`src/rtl/evm_pkg.sv`:
```
// Shared voter-record definitions: word width, the bit-scramble table and FSM encoding.
// The scrambler and depermute_map both read MAP, so one table defines both directions.
package evm_pkg;

    localparam int WORD_W = 64;
    localparam int IDX_W  = 7;

    typedef enum logic [1:0] {
        IDLE = 2'd0,
        RUN  = 2'd1,
        HOLD = 2'd2
    } state_e;

    // Forward scramble: scr[i] = orig[MAP[i]], bit 0 is the MSB.
    localparam logic [5:0] MAP [0:63] = '{
        6'd43, 6'd25, 6'd19, 6'd29, 6'd53, 6'd36, 6'd58, 6'd51,
        6'd41, 6'd34, 6'd60, 6'd3,  6'd6,  6'd32, 6'd57, 6'd61,
        6'd48, 6'd52, 6'd18, 6'd38, 6'd45, 6'd14, 6'd31, 6'd55,
        6'd16, 6'd9,  6'd0,  6'd44, 6'd49, 6'd42, 6'd54, 6'd30,
        6'd23, 6'd20, 6'd4,  6'd12, 6'd21, 6'd37, 6'd59, 6'd40,
        6'd35, 6'd2,  6'd27, 6'd17, 6'd11, 6'd50, 6'd62, 6'd56,
        6'd47, 6'd13, 6'd7,  6'd1,  6'd22, 6'd26, 6'd33, 6'd10,
        6'd5,  6'd28, 6'd15, 6'd46, 6'd63, 6'd8,  6'd39, 6'd24
    };

    function automatic bit lanes_legal(input int lanes);
        return (lanes == 1) || (lanes == 2) || (lanes == 4) || (lanes == 8) ||
               (lanes == 16) || (lanes == 32) || (lanes == 64);
    endfunction

endpackage

```
`src/rtl/depermute_map.sv`:
```
// Restores original bit order of a scrambled 64-bit voter record, LANES bits per cycle,
// with valid/ready on both sides.
//
// state | meaning
// IDLE  | waiting for a scrambled word, in_ready high
// RUN   | writing LANES restored bits per cycle into data_out
// HOLD  | restored word presented, waiting for out_ready
module depermute_map
    import evm_pkg::*;
#(
    parameter int LANES = 8
) (
    input  logic          clk,
    input  logic          set,
    input  logic          in_valid,
    output logic          in_ready,
    input  logic [0:63]   data_in,
    output logic          out_valid,
    input  logic          out_ready,
    output logic [0:63]   data_out,
    output logic          busy
);

    generate
        if (!lanes_legal(LANES)) begin : g_lanes_illegal
            $fatal(1, "depermute_map: LANES=%0d is not a power of two in 1..64", LANES);
        end
    endgenerate

    // idx value at the start of the final RUN cycle
    localparam logic [IDX_W-1:0] LAST_IDX = IDX_W'(WORD_W - LANES);

    state_e             state_q, state_d;
    logic [0:63]        cap_q, cap_d;
    logic [0:63]        data_q, data_d;
    logic [IDX_W-1:0]   idx_q, idx_d;

    always_comb begin
        logic [5:0] pos;
        pos     = '0;
        state_d = state_q;
        cap_d   = cap_q;
        data_d  = data_q;
        idx_d   = idx_q;
        case (state_q)
            IDLE: begin
                if (in_valid) begin
                    cap_d   = data_in;
                    data_d  = '0;
                    idx_d   = '0;
                    state_d = RUN;
                end
            end
            RUN: begin
                for (int j = 0; j < LANES; j++) begin
                    pos = idx_q[5:0] + 6'(j);
                    data_d[MAP[pos]] = cap_q[pos];
                end
                idx_d = idx_q + IDX_W'(LANES);
                if (idx_q == LAST_IDX) begin
                    state_d = HOLD;
                end
            end
            HOLD: begin
                if (out_ready) begin
                    state_d = IDLE;
                end
            end
            default: state_d = IDLE;
        endcase
    end

    always_ff @(posedge clk) begin
        if (set) begin
            state_q <= IDLE;
            cap_q   <= '0;
            data_q  <= '0;
            idx_q   <= '0;
        end else begin
            state_q <= state_d;
            cap_q   <= cap_d;
            data_q  <= data_d;
            idx_q   <= idx_d;
        end
    end

    assign in_ready  = (state_q == IDLE);
    assign out_valid = (state_q == HOLD);
    assign busy      = (state_q != IDLE);
    assign data_out  = data_q;

endmodule

```
`config.mk`:
```
export PLATFORM = sky130hd
export DESIGN_NAME = depermute_map
export DESIGN_NICKNAME = d
export VERILOG_FILES = /design/src/rtl/evm_pkg.sv /design/src/rtl/depermute_map.sv
export SDC_FILE = /design/constraint.sdc
export NUM_CORES = 1
export LEC_CHECK = 0
export CAP_MARGIN = 30
export CORE_MARGIN = 5
export CORE_UTILIZATION = 30
export CTS_CLUSTER_DIAMETER = 150
export DETAILED_ROUTE_END_ITERATION = 8
export DONT_BUFFER_PORTS = 1
export PLACE_DENSITY_LB_ADDON = 0.15
export SKIP_CTS_REPAIR_TIMING = 1
export SLEW_MARGIN = 20
export SYNTH_ARGS = -nofsm -noshare
export SYNTH_HDL_FRONTEND = slang
export SYNTH_SLANG_ARGS = --single-unit
export TNS_END_PERCENT = 10
```
`constraint.sdc`:
```
create_clock -name clk -period 2.6 [get_ports clk]
set_clock_uncertainty 0.05 [all_clocks]
set_input_delay 0.52 -clock clk [delete_from_list [all_inputs] [get_ports clk]]
set_output_delay 0.52 -clock clk [all_outputs]
set_load 0.005 [all_outputs]
```
==> flow_summary.toml <==
[finish]
fin_nets = 1054
postLayoutCoreUtil_pct = 34.7
area_delta_synth_final_pct = 14.3
post-route-cell-area_sq_um = 8690
diodes = 0
drive_gt1_share_pct = 14.7
fill_cells = 2710

[setup_path]
start_kind = "flop"
cp_data_arrival_time_ps = 2700
cp_max_fo = 34
worstSetupPathType = "flop to flop"
r2r_start = "idx_q[4]"
cp-end-kind = "flop"
startpoint = "idx_q[4]"
critical_path_required_ps = 2880

[timing]
tns_ps = 0
worstMarginPinSlew_ps = 836
post-route-period-util_pct = 93.1
setup_viol = 0
report.final.slew_viol_count = 0
timing.fmax_ghz = 0.413
rsz0062_at_grt = "no"
timing.max_slew.rel_slack_pct = 44.2
finalHoldViolCount = 0
layout_min_cycle_time_ps = 2420

[pwr]
netSwitchingFraction_pct = 30.1
internal_power_uw = 3850
power_density_nw_per_um2 = 634
switchingPower_uw = 1660
combPwrFrac_pct = 14.4
clkPwrFrac_pct = 45.6
vdd_ir_drop_max_mv = 0.329
sequentialPowerShare_pct = 40.0
p_leak_uw = 0.00289

[placement]
portBuffers = 0
place_area_sq_um = 8090
routabilityCongestion = 0.973
hpwl_mm = 24.2

[die]
start_util_pct = 30.4
die_area_sq_um = 28600
fp.dieW_um = 169
row_count = 58
die_h_um = 169
ios = 135
core-area_sq_um = 25000

[synthesis]
synth_top_area_share_pct = 35.3
ys_warn_count = 0
syn-cell-area_sq_um = 7600
syn-mean-instance-area_sq_um = 7.66
synth_nets = 1068
synth-main-ff-cell = "dfxtp_1"
netlist-cell-type-count = 73
seq_area_frac_synth_pct = 35.3
yosysTopAreaCell = "dfxtp_1"
synth_area_leaders = "dfxtp_1 35%, nand2_1 9.0%, a21oi_1 8.4%, clkbuf_1 3.0%, o21ai_0 2.9%"
synth_edf_count = 0
async_flop_share_pct = 0
netlist_instances = 993
synth_seq_cells = 134

[detailed_routing]
avgViaCountPerCell = 5.90
dr.first_iter.drc_count = 883
wirelength_met1_mm = 14.2
vias = 7794
routed_wl_mm = 33.5
drc = 0
wl_met2_mm = 14.8
wire_per_inst_um = 25.3
top_layer = "met4"
drtPass1Iterations = 6
ant_nets = 0
route.met3.wl_mm = 3.13

[clocking]
cts_tree = "done"
cts_sinks = 134
h-tree-depth = 4
cts_made_buffers = 17
cts_buffer_depth = 2
cts_root_buf = "clkbuf_16"
clk_pin_slew_ps = 60
clock_latency_ps = 430

[global_routing]
grt_use_total_pct = 22.9
grt_antenna_before_repair = 0
grt_max_degree = 136
grt_pass1_wl_mm = 49.9
globalRouteOverflowTotal = 0
grt_pass1_vias = 7558

[run_status]
run_status = "complete, no violations"

[flow_run]
drv_cap = 0

[hold_path]
worstHoldPathType = "input pin to flop"
min_from = "set"
[per-layer routing]
layer	track usage, %	up-vias
met5	0	-
met2	34.4	353
met1	30.4	3778
met4	10.0	0
li1	-	3584
met3	7.15	79
[registers in the layout, indices dropped and copies added, names as in the netlist]
signal    count
cap_q        64
data_out     64
idx_q         4
state_q       2
[metrics by stage]
stage / setup WS, ps / total power, uW / std cells / hold WS (ps)
floorplan: 94.0 / 2720 / 993 / 382
detailed placement: 194 / 3030 / 1290 / 395
global placement: 223 / 3030 / 1290 / 388
CTS: 172 / 5540 / 1322 / 116
finish: 180 / 5510 / 1322 / 118
global route: 39.7 / 5710 / 1322 / 100
[critical path: stages, from the launching register on]
cell       delay (ps)
dfxtp_2           360
buf_12            210
buf_4             250
mux2i_1           190
or3b_1            500
a311oi_1          330
a21oi_1            90
a2111oi_2         310
[power groups by stage]
stage	Combinational (uW)	Sequential [uW]	Clock, uW
6_report	793	2200	2510
5_1_grt	848	2210	2650
4_1_cts	777	2200	2560
3_5_place_dp	776	2250	0
3_3_place_gp	780	2250	0
2_1_floorplan	517	2200	0
[synth_stat cells, drive strengths merged (16+ instances only)]
cell,number
inv,16
a21oi,128
nand4,23
nor2b,18
nand3,39
buf,37
o21ai,44
nand2,182
clkbuf,61
nor2,57
a31oi,22
dfxtp,134
[cells in the final DEF (no fill, tap or decap), types with 5 or more instances in the layout]
master / count
nand3b_1: 8
ha_1: 7
buf_4: 63
nand4_1: 23
mux4_2: 7
nor2b_1: 16
o21ai_0: 44
mux2_2: 14
or2_2: 8
a311oi_1: 7
nor3_1: 13
o22ai_1: 7
nor2_1: 55
nand2_1: 182
and3_1: 5
a211oi_1: 7
o211ai_1: 10
a221oi_1: 5
a32oi_1: 11
o32ai_1: 7
nand2b_1: 14
a21oi_1: 128
nand3_1: 39
inv_1: 16
clkbuf_16: 17
and2_1: 8
a31oi_1: 22
mux2i_1: 13
a22oi_1: 12
dfxtp_1: 131
[logic make-up (layout without fill, tap and decap cells)]
group	count (synthesis)	in the layout	share of synthesized area, %
compound gates	301	301	25.2
fa+ha+maj	7	7	1.15
mux	35	35	6.06
buf+inv	115	114	6.86
simple gates	401	401	25.4
flops	134	134	35.3
[layout make-up]
class                   instances  area [sq um]  share of cell area [%]
inverters                      17          63.8                   0.734
clock buffers                  19           453                    5.21
flip-flops and latches        134          2690                    30.9
repair buffers                 65           513                    5.90
well taps                     330           413                    4.75
multi-input cells             744          4420                    50.8
clock inverters                13           145                    1.67
[worst paths after layout]
path	depth (start not counted)	end	slack, ps
worst min register to register	2	cap_q[12]	410
worst min-delay path	1	data_out[48]	120
worst max-delay path	7	data_out[25]	180
worst max register to register	7	data_out[25]	180
(Power assumes the default switching activity.)
